==> config.mk <==
export PLATFORM = sky130hd
export DESIGN_NAME = de10_lite_qsys_pio_ec
export DESIGN_NICKNAME = d
export VERILOG_FILES = /design/src/rtl/de10_lite_qsys_pio_pkg.sv /design/src/rtl/de10_lite_qsys_pio_sync.sv /design/src/rtl/de10_lite_qsys_pio_ec.sv
export SDC_FILE = /design/constraint.sdc
export NUM_CORES = 1
export LEC_CHECK = 0
export BUFFER_PORTS_ARGS = -buffer_cell sky130_fd_sc_hd__buf_2
export CORE_MARGIN = 2
export CORE_UTILIZATION = 50
export CTS_CLUSTER_DIAMETER = 80
export CTS_CLUSTER_SIZE = 28
export DETAILED_ROUTE_END_ITERATION = 8
export PLACE_DENSITY = 0.74
export RECOVER_POWER = 100
export SYNTH_ARGS = -nofsm -noshare
export SYNTH_HDL_FRONTEND = slang
export SYNTH_SLANG_ARGS = --single-unit
export TNS_END_PERCENT = 100
==> constraint.sdc <==
create_clock -name clk -period 1 [get_ports clk]
set_input_delay 0.05 -clock clk [delete_from_list [all_inputs] [get_ports clk]]
set_output_delay 0.05 -clock clk [all_outputs]
set_load 0.05 [all_outputs]
==> src/rtl/de10_lite_qsys_pio_pkg.sv <==
// Shared constants for the DE10-Lite Qsys PIO with edge capture:
// register addresses, edge-type encodings and the Avalon data width.
package de10_lite_qsys_pio_pkg;

    localparam int DATA_W = 32;

    localparam logic [2:0] ADDR_DATA_OUT = 3'd0;
    localparam logic [2:0] ADDR_DATA_IN  = 3'd1;
    localparam logic [2:0] ADDR_IRQ_MASK = 3'd2;
    localparam logic [2:0] ADDR_EDGE_CAP = 3'd3;
    localparam logic [2:0] ADDR_OUTSET   = 3'd4;
    localparam logic [2:0] ADDR_OUTCLR   = 3'd5;

    localparam int EDGE_RISE = 0;
    localparam int EDGE_FALL = 1;
    localparam int EDGE_ANY  = 2;

endpackage

==> src/rtl/de10_lite_qsys_pio_sync.sv <==
// Multi-stage flip-flop synchroniser for asynchronous board inputs.
// Every stage clears to 0 so no edge is seen on the first cycles after reset.
module de10_lite_qsys_pio_sync #(
    parameter int WIDTH       = 32,
    parameter int SYNC_STAGES = 2
) (
    input  logic             clk,
    input  logic             reset_n,
    input  logic [WIDTH-1:0] din,
    output logic [WIDTH-1:0] sync_q
);

    logic [WIDTH-1:0] stage [SYNC_STAGES];

    always_ff @(posedge clk or negedge reset_n) begin
        if (!reset_n) begin
            for (int i = 0; i < SYNC_STAGES; i++) begin
                stage[i] <= '0;
            end
        end else begin
            stage[0] <= din;
            for (int i = 1; i < SYNC_STAGES; i++) begin
                stage[i] <= stage[i-1];
            end
        end
    end

    assign sync_q = stage[SYNC_STAGES-1];

endmodule

==> src/rtl/de10_lite_qsys_pio_ec.sv <==
// Avalon-MM PIO slave: output register with set/clear aliases, synchronised
// input readback, per-bit edge capture (W1C) and a maskable level interrupt.
module de10_lite_qsys_pio_ec
    import de10_lite_qsys_pio_pkg::*;
#(
    parameter int               WIDTH       = 32,
    parameter int               EDGE_TYPE   = EDGE_RISE,
    parameter logic [WIDTH-1:0] RESET_VALUE = '0,
    parameter int               SYNC_STAGES = 2
) (
    input  logic              clk,
    input  logic              reset_n,
    input  logic [2:0]        address,
    input  logic              chipselect,
    input  logic              write_n,
    input  logic [DATA_W-1:0] writedata,
    output logic [DATA_W-1:0] readdata,
    input  logic [WIDTH-1:0]  in_port,
    output logic [WIDTH-1:0]  out_port,
    output logic              irq
);

    logic             wr;
    logic [WIDTH-1:0] wd;
    logic [WIDTH-1:0] sync_q;
    logic [WIDTH-1:0] prev_q;
    logic [WIDTH-1:0] det;
    logic [WIDTH-1:0] cap_clr;
    logic [WIDTH-1:0] data_out;
    logic [WIDTH-1:0] irq_mask;
    logic [WIDTH-1:0] edge_cap;

    assign wr = chipselect & ~write_n;
    assign wd = writedata[WIDTH-1:0];

    if (WIDTH < DATA_W) begin : g_wd_hi
        logic unused_wd_hi;
        assign unused_wd_hi = ^writedata[DATA_W-1:WIDTH];
    end

    de10_lite_qsys_pio_sync #(
        .WIDTH       (WIDTH),
        .SYNC_STAGES (SYNC_STAGES)
    ) u_sync (
        .clk     (clk),
        .reset_n (reset_n),
        .din     (in_port),
        .sync_q  (sync_q)
    );

    always_comb begin
        det = '0;
        case (EDGE_TYPE)
            EDGE_FALL: det = ~sync_q & prev_q;
            EDGE_ANY:  det = sync_q ^ prev_q;
            default:   det = sync_q & ~prev_q;
        endcase
    end

    assign cap_clr = (wr && address == ADDR_EDGE_CAP) ? wd : '0;

    // A fresh edge ORs in after the W1C mask, so set wins on a collision.
    always_ff @(posedge clk or negedge reset_n) begin
        if (!reset_n) begin
            data_out <= RESET_VALUE;
            irq_mask <= '0;
            edge_cap <= '0;
            prev_q   <= '0;
        end else begin
            prev_q   <= sync_q;
            edge_cap <= (edge_cap & ~cap_clr) | det;
            if (wr) begin
                case (address)
                    ADDR_DATA_OUT: data_out <= wd;
                    ADDR_IRQ_MASK: irq_mask <= wd;
                    ADDR_OUTSET:   data_out <= data_out | wd;
                    ADDR_OUTCLR:   data_out <= data_out & ~wd;
                    default:       ;
                endcase
            end
        end
    end

    always_comb begin
        readdata = '0;
        case (address)
            ADDR_DATA_OUT: readdata = DATA_W'(data_out);
            ADDR_DATA_IN:  readdata = DATA_W'(sync_q);
            ADDR_IRQ_MASK: readdata = DATA_W'(irq_mask);
            ADDR_EDGE_CAP: readdata = DATA_W'(edge_cap);
            default:       readdata = '0;
        endcase
    end

    assign out_port = data_out;
    assign irq      = |(edge_cap & irq_mask);

endmodule

# Word level (Yosys, flattened, before mapping)
# Index checks and enable logic that the tools add are counted.
# op_classes
n_eq_ne	5
mux	3
n_bitwise	11
reduce_logical	6
# ops
op	count
$and A32 B32 Y32	4
$pmux W32 S4	1
$not A32 Y32	3
$pmux W32 S3	1
$or A32 B32 Y32	2
$mux W32	1
$reduce_or A32 Y1	1
$eq A3 B2 Y1 const B	2
$eq A3 B3 Y1 const B	2
$reduce_and A2 Y1	2
$eq A3 B1 Y1 const B	1
$logic_not A3 Y1	1
$reduce_bool A3 Y1	1
$and A1 B1 Y1	1
$logic_and A1 B1 Y1	1
$not A1 Y1	1
# word_totals
register_bits	192
input_bits	71
out_inout_bits	65
wordCells	31

# Longest topological paths before layout
# Gate-level depths: netlist (run 1).
# logic_depth
depth_word	7
ltp_mapped	6

# Cells and area by module
# From an unflattened synthesis (run 1), not the netlist that was laid out.
# unflattened
hier_cells	633
hier_area_um2	7832.5
# modules_own_cells
mod	n_inst	cells_each	area_each_um2	seq_area_each_um2
de10_lite_qsys_pio_ec	1	537	5990.7	3203.1
de10_lite_qsys_pio_sync	1	96	1841.8	1601.5

# Worst setup path before layout (run 1)
# OpenSTA, ideal clock, no wires.
# synth_path
path_type	reg2out
start	register irq_mask[19]
end	output port irq
t_arrival_ns	1.409
t_required_ns	0.950
setup_slack_ns	-0.459
stages_incl_launch_ff	4
n_path_buf	0
path_cell_list	dfrtp_1 -> a22oi_1 -> nand4_1 -> or4_1
# synth_via
elab_chain_len	2
# synth_lines
item	line	rtl
start, declared	de10_lite_qsys_pio_ec.sv:30	logic [WIDTH-1:0] irq_mask;
start signal, assigned	de10_lite_qsys_pio_ec.sv:75	ADDR_IRQ_MASK: irq_mask <= wd;
$and A32 B32 Y32	de10_lite_qsys_pio_ec.sv:96	assign irq = |(edge_cap & irq_mask);
$reduce_or A32 Y1	de10_lite_qsys_pio_ec.sv:96	
end, declared	de10_lite_qsys_pio_ec.sv:20	output logic irq
# No other way between the ends.

# Worst setup path in the final report (run 1)
# layout_path
start	register irq_mask[5]
end	output port irq
# Same word-level chain as after synthesis.

==> impl_metrics.json, run 1 <==
{
  "status": "finished, violations left",
  "violations": "setup timing",
  "crit_path_top_delay_cell": "or4_4",
  "final_cell_mix": "186 x dfrtp_1, 93 x buf_6, 79 x a22o_1, 68 x buf_2, 65 x dlygate4sd3_1",
  "num_io_pins": 136,
  "grt_overflow_total": 0,
  "netlist_area_sq_um": 7410,
  "setup.worst_path.class": "register to output pin",
  "cts_tree": "done",
  "fp.dieH_microns": 126,
  "stdcell_count": 1107,
  "ys_seq_area_frac": 0.649,
  "die_x_microns": 126,
  "synth_cells": 535,
  "clock_path_buffers": 2,
  "ys.flop_type": "dfrtp_1",
  "cts_buffers": 17,
  "clk_pin_slew_ps": 80,
  "slew_headroom": 0.607,
  "timing.rr.end": "out_port[1]$_DFFE_PN0P_",
  "gp_congestion": 0.879,
  "timing.final.crit_period_ps": 2100,
  "fmax_mhz": 476,
  "r2r_cells": 4,
  "routed_wl_microns": 30000,
  "io_buffers": 135,
  "syn2layout_area_growth_pct": 62.7,
  "final_common_cell": "dfrtp_1",
  "place_hpwl_microns": 14600,
  "setup_viol": 124,
  "dp.cells": 981,
  "cp_max_fo": 2,
  "setup_slack_ps": -1100,
  "cts_max_level": 4,
  "slew_violations": 0,
  "arrival_ps": 2050,
  "path_delay_family": "simple AND/OR/NAND/NOR gates",
  "nNetsFinal": 981,
  "slowest_delay_ps": 490,
  "num_vias": 7106,
  "core_area_sq_um": 14500,
  "worstPathRequired_ps": 950,
  "synth_edf_count": 0,
  "start_util": 0.511,
  "rsz0062_at_grt": "yes",
  "cp_num_buf_inv": 1,
  "grt_pass1_wl_microns": 41300,
  "hp-class": "input pin to asynchronous set/reset pin",
  "async_flop_share": 1.00,
  "critPathLaunch": "irq_mask[5]$_DFFE_PN0P_",
  "startpoint_type": "register",
  "drcViolationCount": 0,
  "p_leak_nw": 5.82,
  "viasPerCell": 6.42,
  "tightestPinTransition_ps": 589,
  "synth_area_leaders": "dfrtp_1 65%, a22o_1 9.5%, mux2_1 4.6%",
  "ys_seq_elements": 192,
  "timing.final.crit_share": 2.10,
  "track_usage": 0.346,
  "grt_pass1_vias": 7154,
  "ys_warn_count": 0,
  "synth_fp_nets": 606,
  "wl_per_cell_microns": 27.1,
  "antenna_cells": 0,
  "ys_types": 28,
  "antenna_found_initial": 0,
  "power_density_nw_per_um2": 2000,
  "cts.sinks": 192,
  "drtAntennaViolNets": 0,
  "drv_cap": 0,
  "fin_total_pwr_mw": 24.1,
  "clk_latency_ps": 450,
  "hold_violations": 0,
  "dieArea_sq_um": 15800,
  "reg2reg_slack_ps": -200,
  "crit_chain": "a22oi_1 > nand4_1 > or4_4 > buf_6",
  "yosys.area.top_type_share": 0.649,
  "yosysTopAreaCell": "dfrtp_1",
  "drt_pass1_iterations": 6,
  "fin_skew_ps": 10.2,
  "regToRegStartpoint": "out_port[1]$_DFFE_PN0P_",
  "rows": 44,
  "grt_max_degree": 39,
  "ir_drop_v": 0.00147,
  "drive_above_1_share": 0.463,
  "syn-mean-instance-area_sq_um": 13.8,
  "critPathCaptureType": "output pin",
  "drtIter0Drc": 1003,
  "cts_root_buf": "clkbuf_16"
}
## synthesized netlist by cell type, drive strengths merged, types with 2 or more instances
cell type	count
buf	23
o211ai	16
nand2b	3
nor2b	17
clkbuf	15
nand3	32
a221o	32
mux2	32
a32o	16
inv	32
nor3b	2
a22o	80
nand4	4
a21o	16
a22oi	16
dfrtp	192
## layer usage
layer / vias up / wire length [microns] / GRT usage
li1: 2800 / - / -
met1: 3566 / 10500 / 0.419
met2: 591 / 14800 / 0.583
met3: 149 / 3020 / 0.0977
met4: 0 / 1600 / 0.152
met5: - / 0 / 0
## kinds of logic (layout without fill, tap and decap cells)
group                  count (synthesis)  after routing  synth area share
flip-flops                           192            192             0.649
AO/OA/AOI/OAI                        176            176             0.208
buffers and inverters                 70            458            0.0400
AND/OR/NAND/NOR                       65             65            0.0544
multiplexers                          32             32            0.0487
## sequential cells by signal (all words and copies together) (netlist names)
register / count
prev_q: 32
edge_cap: 32
u_sync.sync_q: 32
out_port: 32
u_sync.stage: 32
irq_mask: 32
## layout make-up
cell class	count	area (sq um)
flip-flops and latches	192	4810
repair buffers	394	3690
multi-input cells	273	2550
fillers	689	2430
clock buffers	17	425
well taps	184	230
clock inverters	15	220
inverters	32	120
## timing repair
item                       in CTS  in global routing
buffers inserted               17                 51
pin swaps                      16                 14
gates resized for setup       223                 75
hold buffers                   65                  0
setup endpoints to repair      68                 82
hold endpoints to repair      319                  0
## through the flow
stage	setup slack, ps	instance area, sq um	hold slack [ps]	setup TNS (ps)	utilization
finish	-1100	12000	183	-33730	0.832
global route	-1110	12000	206	-36960	0.832
CTS	-1010	11800	109	-29120	0.816
detailed placement	-660	9720	-8.09	-36740	0.671
global placement	-659	9720	-0.0830	-34000	0.671
floorplan	-334	7700	-246	-16970	-
## worst max path at each step
stage,to,slack (ps),cells past startpoint
2_1_floorplan,irq,-330,3
3_3_place_gp,irq,-660,4
3_5_place_dp,irq,-660,4
4_1_cts,irq,-1010,4
5_1_grt,irq,-1110,4
6_report,irq,-1100,4
## power breakdown
part | leakage (nW) | total, mW | switching, mW | internal [mW]
combinational | 3.29 | 7.22 | 3.49 | 3.74
sequential | 2.20 | 9.25 | 0.696 | 8.55
clock | 0.319 | 7.65 | 3.37 | 4.29
(Power assumes the default switching activity.)
==> inputs of run 2 (changes only) <==
--- a/config.mk
+++ b/config.mk
@@ -11,6 +11,7 @@
 export CTS_CLUSTER_DIAMETER = 80
 export CTS_CLUSTER_SIZE = 28
 export DETAILED_ROUTE_END_ITERATION = 8
+export GPL_TIMING_DRIVEN = 0
 export PLACE_DENSITY = 0.74
 export RECOVER_POWER = 100
 export SYNTH_ARGS = -nofsm -noshare
==> run 2 against run 1 <==
The flow finishes with violations (hold timing, setup timing). Sequential power increased by 1%. Flip-flop and latch count unchanged. Count of clock-buffer cells in the layout increased by 2. Via count decreased by 18%. Critical endpoint unchanged.
==> impl_metrics.json, run 2 (same netlist as run 1, synthesis figures left out) <==
{
  "status": "finished, violations left",
  "violations": "hold timing, setup timing",
  "cts_max_level": 4,
  "p_int_mw": 14.7,
  "hold_violations": 88,
  "nNetsFinal": 849,
  "drt_pass1_iterations": 5,
  "fin_skew_ps": 8.84,
  "syn2layout_area_growth_pct": 43.0,
  "dieArea_sq_um": 15800,
  "fmax_mhz": 490,
  "combinationalPowerShare": 0.231,
  "setup.worst_path.class": "register to output pin",
  "routed_wl_microns": 21900,
  "track_usage": 0.283,
  "slew_headroom": 0.168,
  "cts_tree": "done",
  "dp.cells": 853,
  "clk_pin_slew_ps": 70,
  "rows": 44,
  "drtAntennaViolNets": 0,
  "die_x_microns": 126,
  "fin_hold_ws_ps": -122,
  "hp-class": "input pin to asynchronous set/reset pin",
  "p_leak_nw": 5.06,
  "rsz0062_at_grt": "yes",
  "drtIter0Drc": 523,
  "startpoint_type": "register",
  "cp_max_fo": 2,
  "critPathCaptureType": "output pin",
  "ir_drop_v": 0.00127,
  "tns_ps": -24000,
  "fp.dieH_microns": 126,
  "arrival_ps": 1990,
  "tightestPinTransition_ps": 1250,
  "viasPerCell": 6.00,
  "fin_area_sq_um": 10600,
  "io_buffers": 133,
  "clk_latency_ps": 440,
  "cts_root_buf": "clkbuf_16",
  "place_area_sq_um": 8640,
  "power_density_nw_per_um2": 2000,
  "switching_share": 0.305,
  "stdcell_count": 975,
  "grt_overflow_total": 0,
  "drv_cap": 0,
  "drcViolationCount": 0,
  "grt_max_degree": 105,
  "core_area_sq_um": 14500,
  "grt_pass1_vias": 6057,
  "worstPathRequired_ps": 950,
  "num_io_pins": 136,
  "switchingPower_mw": 6.47,
  "setup_slack_ps": -1040,
  "start_util": 0.511,
  "nFillCells": 921,
  "gp_congestion": 0.877,
  "antenna_cells": 0,
  "wl_per_cell_microns": 22.5,
  "cts_buffers": 17,
  "antenna_found_initial": 0,
  "timing.final.crit_period_ps": 2040,
  "cts.sinks": 192,
  "num_vias": 5852,
  "ctsHoldBuffers": 64,
  "slowest_delay_ps": 590,
  "place_hpwl_microns": 13600,
  "pwr-share-clk": 0.328,
  "final_common_cell": "dfrtp_1",
  "setup_viol": 67,
  "slew_violations": 0,
  "crit_path_top_delay_cell": "or4_4",
  "multiInputGateArea_sq_um": 2530,
  "final_util": 0.731,
  "timing.final.crit_share": 2.04,
  "final_cell_mix": "183 x dfrtp_1, 80 x a22o_1, 72 x buf_6, 66 x buf_2, 64 x dlygate4sd3_1",
  "clock_path_buffers": 2,
  "drive_above_1_share": 0.402,
  "regArea_sq_um": 4820,
  "crit_chain": "a22oi_2 > nand4_1 > or4_4 > buf_8",
  "r2r_cells": 2,
  "seq_power_share": 0.441,
  "grt_pass1_wl_microns": 34100
}
-- run 2: cell types whose count changed in the layout (fill, tap and decap cells not counted), sizes merged --
| cell | delta |
|---|---|
| bufinv | -2 |
| clkinvlp | +3 |
| dlygate4sd3 | -1 |
| clkdlybuf4s15 | -1 |
| inv | -5 |
| clkinv | +2 |
| buf | -103 |
| clkbuf | -25 |
-- run 2: final cells by class --
class | count | share of cell area
Sequential cell | 192 | 0.455
Multi-Input combinational cell | 273 | 0.239
Timing Repair Buffer | 224 | 0.187
Clock buffer | 19 | 0.0428
Buffer | 38 | 0.0297
Tap cell | 184 | 0.0217
Clock inverter | 13 | 0.0147
Inverter | 32 | 0.0113
-- run 2: worst max-delay path: cells and delay by family, from the launching register on --
| family | cells | cell delay, ps |
|---|---|---|
| compound gates | 1 | 240 |
| buf+inv | 1 | 170 |
| flops | 1 | 410 |
| simple gates | 2 | 730 |
-- run 2: routing by layer --
metal,vias up,share of wire,GRT usage,routed length [microns]
met1,3008,0.42,0.369,9130
li1,2525,-,-,-
met5,-,0,0,0
met2,272,0.50,0.463,10900
met4,0,0.023,0.104,506
met3,47,0.063,0.0701,1390
-- run 2: worst paths after layout --
check / start / to / slack (ps)
min in group clk: address[0] / out_port[31]$_DFFE_PN0P_ / 160
hold reg to reg: u_sync.stage[41]$_DFF_PN0_ / u_sync.sync_q[9]$_DFF_PN0_ / 350
max in group asynchronous: reset_n / out_port[1]$_DFFE_PN0P_ / 30
setup / recovery: edge_cap[23]$_DFF_PN0_ / irq / -1040
setup reg to reg: out_port[2]$_DFFE_PN0P_ / out_port[2]$_DFFE_PN0P_ / 20
hold / removal: reset_n / out_port[29]$_DFFE_PN0P_ / -120
-- run 2: what timing repair did --
item                                   CTS  global route
setup endpoints to repair               85           116
endpoints found under the hold margin  216            88
buffers inserted                         8            18
pin swaps                                9             7
gates resized for setup                153            16
-- run 2: power groups by stage --
stage	Clock, mW	Combinational [mW]	Sequential (mW)
6_report	6.95	4.90	9.35
5_1_grt	7.39	5.11	9.42
4_1_cts	7.04	4.68	9.33
3_5_place_dp	0	3.88	9.38
3_3_place_gp	0	3.78	9.31
2_1_floorplan	0	2.01	9.97
-- run 2: through the flow --
step / setup WS [ps] / hold WS (ps) / power, mW
2_1_floorplan: -334 / -246 / 12.0
3_3_place_gp: -3380 / 158 / 13.1
3_5_place_dp: -737 / 94.2 / 13.3
4_1_cts: -1020 / -368 / 21.1
5_1_grt: -1050 / -12.7 / 21.9
6_report: -1040 / -122 / 21.2
